[src/rtl/sha256_pkg.sv]
// sha256_pkg - shared widths, FSM state type and SHA-256 schedule sigma functions.
// Rev 1.0
`default_nettype none

package sha256_pkg;

    localparam int WORD_W    = 32;
    localparam int ROUNDS    = 64;
    localparam int WIN_DEPTH = 16;
    localparam int T_W       = $clog2(ROUNDS);
    localparam int CNT_W     = $clog2(WIN_DEPTH);

    typedef logic [WORD_W-1:0] word_t;

    typedef enum logic [1:0] {
        IDLE = 2'd0,
        LOAD = 2'd1,
        RUN  = 2'd2,
        DONE = 2'd3
    } state_t;

    // ROTR7 ^ ROTR18 ^ SHR3
    function automatic word_t sigma0(input word_t x);
        return {x[6:0], x[31:7]} ^ {x[17:0], x[31:18]} ^ {3'b000, x[31:3]};
    endfunction

    // ROTR17 ^ ROTR19 ^ SHR10
    function automatic word_t sigma1(input word_t x);
        return {x[16:0], x[31:17]} ^ {x[18:0], x[31:19]} ^ {10'd0, x[31:10]};
    endfunction

endpackage

`default_nettype wire

[src/rtl/sha256_sigma.sv]
// sha256_sigma - combinational schedule sigma; SEL1=0 gives sigma0, SEL1=1 gives sigma1.
// Rev 1.0
`default_nettype none

module sha256_sigma
    import sha256_pkg::*;
#(
    parameter bit SEL1 = 1'b0
) (
    input  logic [WORD_W-1:0] x,
    output logic [WORD_W-1:0] y
);

    if (SEL1) begin : g_sigma1
        assign y = sigma1(x);
    end else begin : g_sigma0
        assign y = sigma0(x);
    end

endmodule

`default_nettype wire

[src/rtl/sha256_msg_sched.sv]
// sha256_msg_sched - loads a 16-word block, then streams W0..W63 with a valid/ready handshake.
// Rev 1.0
`default_nettype none

module sha256_msg_sched
    import sha256_pkg::*;
(
    input  logic              CLK,
    input  logic              RST,
    input  logic              start,
    input  logic [WORD_W-1:0] blk_word_i,
    input  logic              blk_valid_i,
    output logic              blk_ready_o,
    output logic [WORD_W-1:0] w_o,
    output logic              w_valid_o,
    input  logic              w_ready_i,
    output logic [T_W-1:0]    t_o,
    output logic              busy_o,
    output logic              done_o
);

    state_t            state;
    state_t            state_nxt;
    word_t             window [WIN_DEPTH];
    logic [CNT_W-1:0]  word_cnt;
    logic [T_W-1:0]    t;
    word_t             s0;
    word_t             s1;
    word_t             new_word;
    logic              load_fire;
    logic              run_fire;
    logic              last_word;
    logic              last_round;

    assign load_fire  = (state == LOAD) && blk_valid_i;
    assign run_fire   = (state == RUN) && w_ready_i;
    assign last_word  = load_fire && (word_cnt == CNT_W'(WIN_DEPTH - 1));
    assign last_round = run_fire && (t == T_W'(ROUNDS - 1));

    sha256_sigma #(.SEL1(1'b0)) u_sigma0 (.x(window[1]),  .y(s0));
    sha256_sigma #(.SEL1(1'b1)) u_sigma1 (.x(window[14]), .y(s1));

    assign new_word = s1 + window[9] + s0 + window[0];

    always_ff @(posedge CLK or posedge RST) begin
        if (RST) begin
            state <= IDLE;
        end else begin
            state <= state_nxt;
        end
    end

    always_comb begin
        state_nxt = state;
        case (state)
            IDLE:    if (start)      state_nxt = LOAD;
            LOAD:    if (last_word)  state_nxt = RUN;
            RUN:     if (last_round) state_nxt = DONE;
            DONE:                    state_nxt = IDLE;
            default:                 state_nxt = IDLE;
        endcase
    end

    // Word counter wraps to 0 on the 16th word; t saturates at the last round.
    always_ff @(posedge CLK or posedge RST) begin
        if (RST) begin
            word_cnt <= '0;
            t        <= '0;
        end else if (state == IDLE && start) begin
            word_cnt <= '0;
            t        <= '0;
        end else if (load_fire) begin
            word_cnt <= word_cnt + 1'b1;
        end else if (run_fire && !last_round) begin
            t <= t + 1'b1;
        end
    end

    always_ff @(posedge CLK or posedge RST) begin
        if (RST) begin
            for (int i = 0; i < WIN_DEPTH; i++) begin
                window[i] <= '0;
            end
        end else if (load_fire || run_fire) begin
            for (int i = 0; i < WIN_DEPTH - 1; i++) begin
                window[i] <= window[i+1];
            end
            window[WIN_DEPTH-1] <= load_fire ? blk_word_i : new_word;
        end
    end

    assign blk_ready_o = (state == LOAD);
    assign w_valid_o   = (state == RUN);
    assign w_o         = w_valid_o ? window[0] : '0;
    assign t_o         = w_valid_o ? t : '0;
    assign busy_o      = (state != IDLE);
    assign done_o      = (state == DONE);

endmodule

`default_nettype wire

[config.mk]
export PLATFORM = sky130hd
export DESIGN_NAME = sha256_msg_sched
export DESIGN_NICKNAME = d
export VERILOG_FILES = /design/src/rtl/sha256_pkg.sv /design/src/rtl/sha256_sigma.sv /design/src/rtl/sha256_msg_sched.sv
export SDC_FILE = /design/constraint.sdc
export NUM_CORES = 2
export LEC_CHECK = 0
export ABC_AREA = 1
export CORE_MARGIN = 5
export CORE_UTILIZATION = 45
export DETAILED_ROUTE_END_ITERATION = 6
export HOLD_SLACK_MARGIN = 0.08
export PLACE_DENSITY = 0.66
export SYNTH_ARGS = -nofsm -noshare
export SYNTH_HDL_FRONTEND = slang
export SYNTH_SLANG_ARGS = --single-unit
[constraint.sdc]
create_clock -name CLK -period 45.6 [get_ports CLK]
set_input_delay 6.84 -clock CLK [delete_from_list [all_inputs] [get_ports CLK]]
set_output_delay 6.84 -clock CLK [all_outputs]
set_load 0.01 [all_outputs]
==> run summary <==
Die Y: 247 um
1st-iter DRT viols: 1737
Core area: 0.0553 mm2
Synthesis warning total: 0
First-pass GRT wire length: 103 mm
Endpoint class of the critical path: register
WP data required: 46.14 ns
Max Fanout on Critical Path: 212
PortBufs: 78
Die width: 247 um
Async S/R FF share, synth: 100%
Die ar.: 0.0609 mm2
Postcts setup bufs: 0
Cell Count, Final, Fillers Out: 3846
Clock latency on the worst-skew pair: 0.63 ns
Post-CTS Hold Buffers: 0
Root Buffer: clkbuf_16
Minimum clock period after layout: 10.28 ns
Antenna violations before repair: 0
Average size of a mapped cell: 8.21 um2
Status: finished, final reports clean
Max Cap Viol: 0
Clock Skew: 0.0278 ns
Worst min path class: register to register
Vias in the first global route: 18500
Setup TNS: 0 ns
CTS tree: built
Tcrit/Tclk final: 22.6%
CTS H-tree lvls: 2
Critical Path Start Type: primary input
GP Congestion: 0.947
Via count: 19000
Met1 track demand over resource: 31.6%
Seq/Total Area, Yosys: 52.0%
Ratio of cells with drive above 1 in the final layout: 3.78%
Post_cts resized: 0
Ant diodes: 0
Worst endpoint data arrival time: 10.82 ns
FF+latch area: 0.0131 mm2
CTS Buf Count: 55
Total Routing Usage GR: 21.4%
Final wirelength: 64.5 mm
Fin. Hold Viols: 0
Drt drc: 0
Mapped Area: 0.0252 mm2
Setup repair after global routing missed its margin: no
Final nets: 3189
Final Max Tran Viols: 0
Met3 Use GR: 3.65%
Via-per-instance ratio: 4.93
Post-Layout Inst Area: 0.0284 mm2
Rel. slew slack: 22.5%
Most frequent cells in the layout: 1465 x nand2_1, 524 x dfrtp_1, 326 x inv_1
Site Rows: 86
Largest net degree at the start of global routing: 213
Post-DP HPWL: 44.9 mm
Routed Antenna Nets: 0
IO Count: 79
Count of different cell masters after synthesis: 28
Pre-Repair DR Iteration Count: 7
WL/cell: 16.8 um
Synth Instances: 3073
EDFF count, synth: 0
Setup violators final: 0
Leading cell type in the layout, fill and taps excluded: nand2_1
WS Path Type: primary input to register
Number of fill cells: 5212
Max Fclk: 97.2 MHz
Multi-input gate area: 0.0102 mm2
Global route hottest layer: met2
Yosys reg bits: 524
Syn Nets: 3210
M2 GR Usage: 32.7%
Starting Density: 45.6%
Clk pin slew, worst setup/hold paths: 0.06 ns
TritonCTS Sinks: 524
Max Root-Sink Buffers: 3
R2R Setup Slk: 40.62 ns
GRT overflow: 0
Synthesis-to-finish area growth: 12.5%
Area post-placement: 0.0264 mm2
Placed Cells incl. Taps: 3743
Synth Flop Type: dfrtp_1
Worst-Margin Slew: 1.16 ns
==> worst paths after layout <==
kind / start / endpoint / depth (start not counted)
setup reg to reg: state[0] / window[28] / 11
hold reg to reg: window[249] / window[281] / 2
max in group asynchronous: RST / window[14] / 4
min in group asynchronous: RST / window[374] / 2
setup / recovery: w_ready_i / window[28] / 9
hold / removal: window[249] / window[281] / 2
==> Yosys cell counts (12+ instances only) <==
cell      count  area, um2
a21oi_1      32        160
a22o_1       12        105
buf_1        15       56.3
buf_2        52        260
clkbuf_1    102        383
dfrtp_1     524      13100
fa_1         62       1240
ha_1         38        475
inv_1       327       1230
nand2_1    1465       5500
nand3_1      60        300
nor2_1       44        165
o21ai_0     169        846
xnor2_1      65        569
xor2_1       62        543
==> metrics by stage <==
stage / hold slack [ns] / util, % / setup WS (ns)
floorplan: 0.442 / - / 24.12
global placement: 0.453 / 47.7 / 34.76
detailed placement: 0.458 / 47.7 / 34.73
CTS: 0.451 / 51.3 / 35.37
global route: 0.467 / 51.3 / 35.05
finish: 0.462 / 51.3 / 35.32
==> registers in the layout (all words and copies together), names as in the netlist <==
register / flops
window: 512
state: 2
t: 6
word_cnt: 4
==> logic make-up after synthesis <==
family / Yosys count / synth area share (%)
buf+inv: 500 / 7.70
flops: 524 / 52.0
fa+ha+maj: 100 / 6.81
xor+xnor: 127 / 4.41
compound gates: 225 / 4.75
simple gates: 1597 / 24.3
==> worst max-delay path, cell delays in order <==
cell and delay, ns:
clkdlybuf4s50_1 0.41, nand2_1 0.20, nand2_8 0.36, inv_8 0.97, buf_4 0.83, buf_4 0.67
a22o_1 0.22, inv_1 0.04, nand2_1 0.06
==> per-layer routing <==
metal	up-vias	part of all wire, %
met1	9184	46
met2	529	45
met3	108	6.2
met4	0	2.9
met5	-	0
li1	9159	-
==> layout make-up <==
| cell class | instances | share of cell area [%] |
|---|---|---|
| Sequential cell | 524 | 46.2 |
| Multi-Input combinational cell | 2049 | 35.9 |
| Clock buffer | 77 | 5.56 |
| Inverter | 331 | 4.43 |
| Tap cell | 748 | 3.30 |
| Timing Repair Buffer | 91 | 3.14 |
| Clock inverter | 26 | 1.50 |
Power is left out: the tool's default activity adds up to more than one toggle a clock period on the data nets, which glitch-free logic cannot reach.
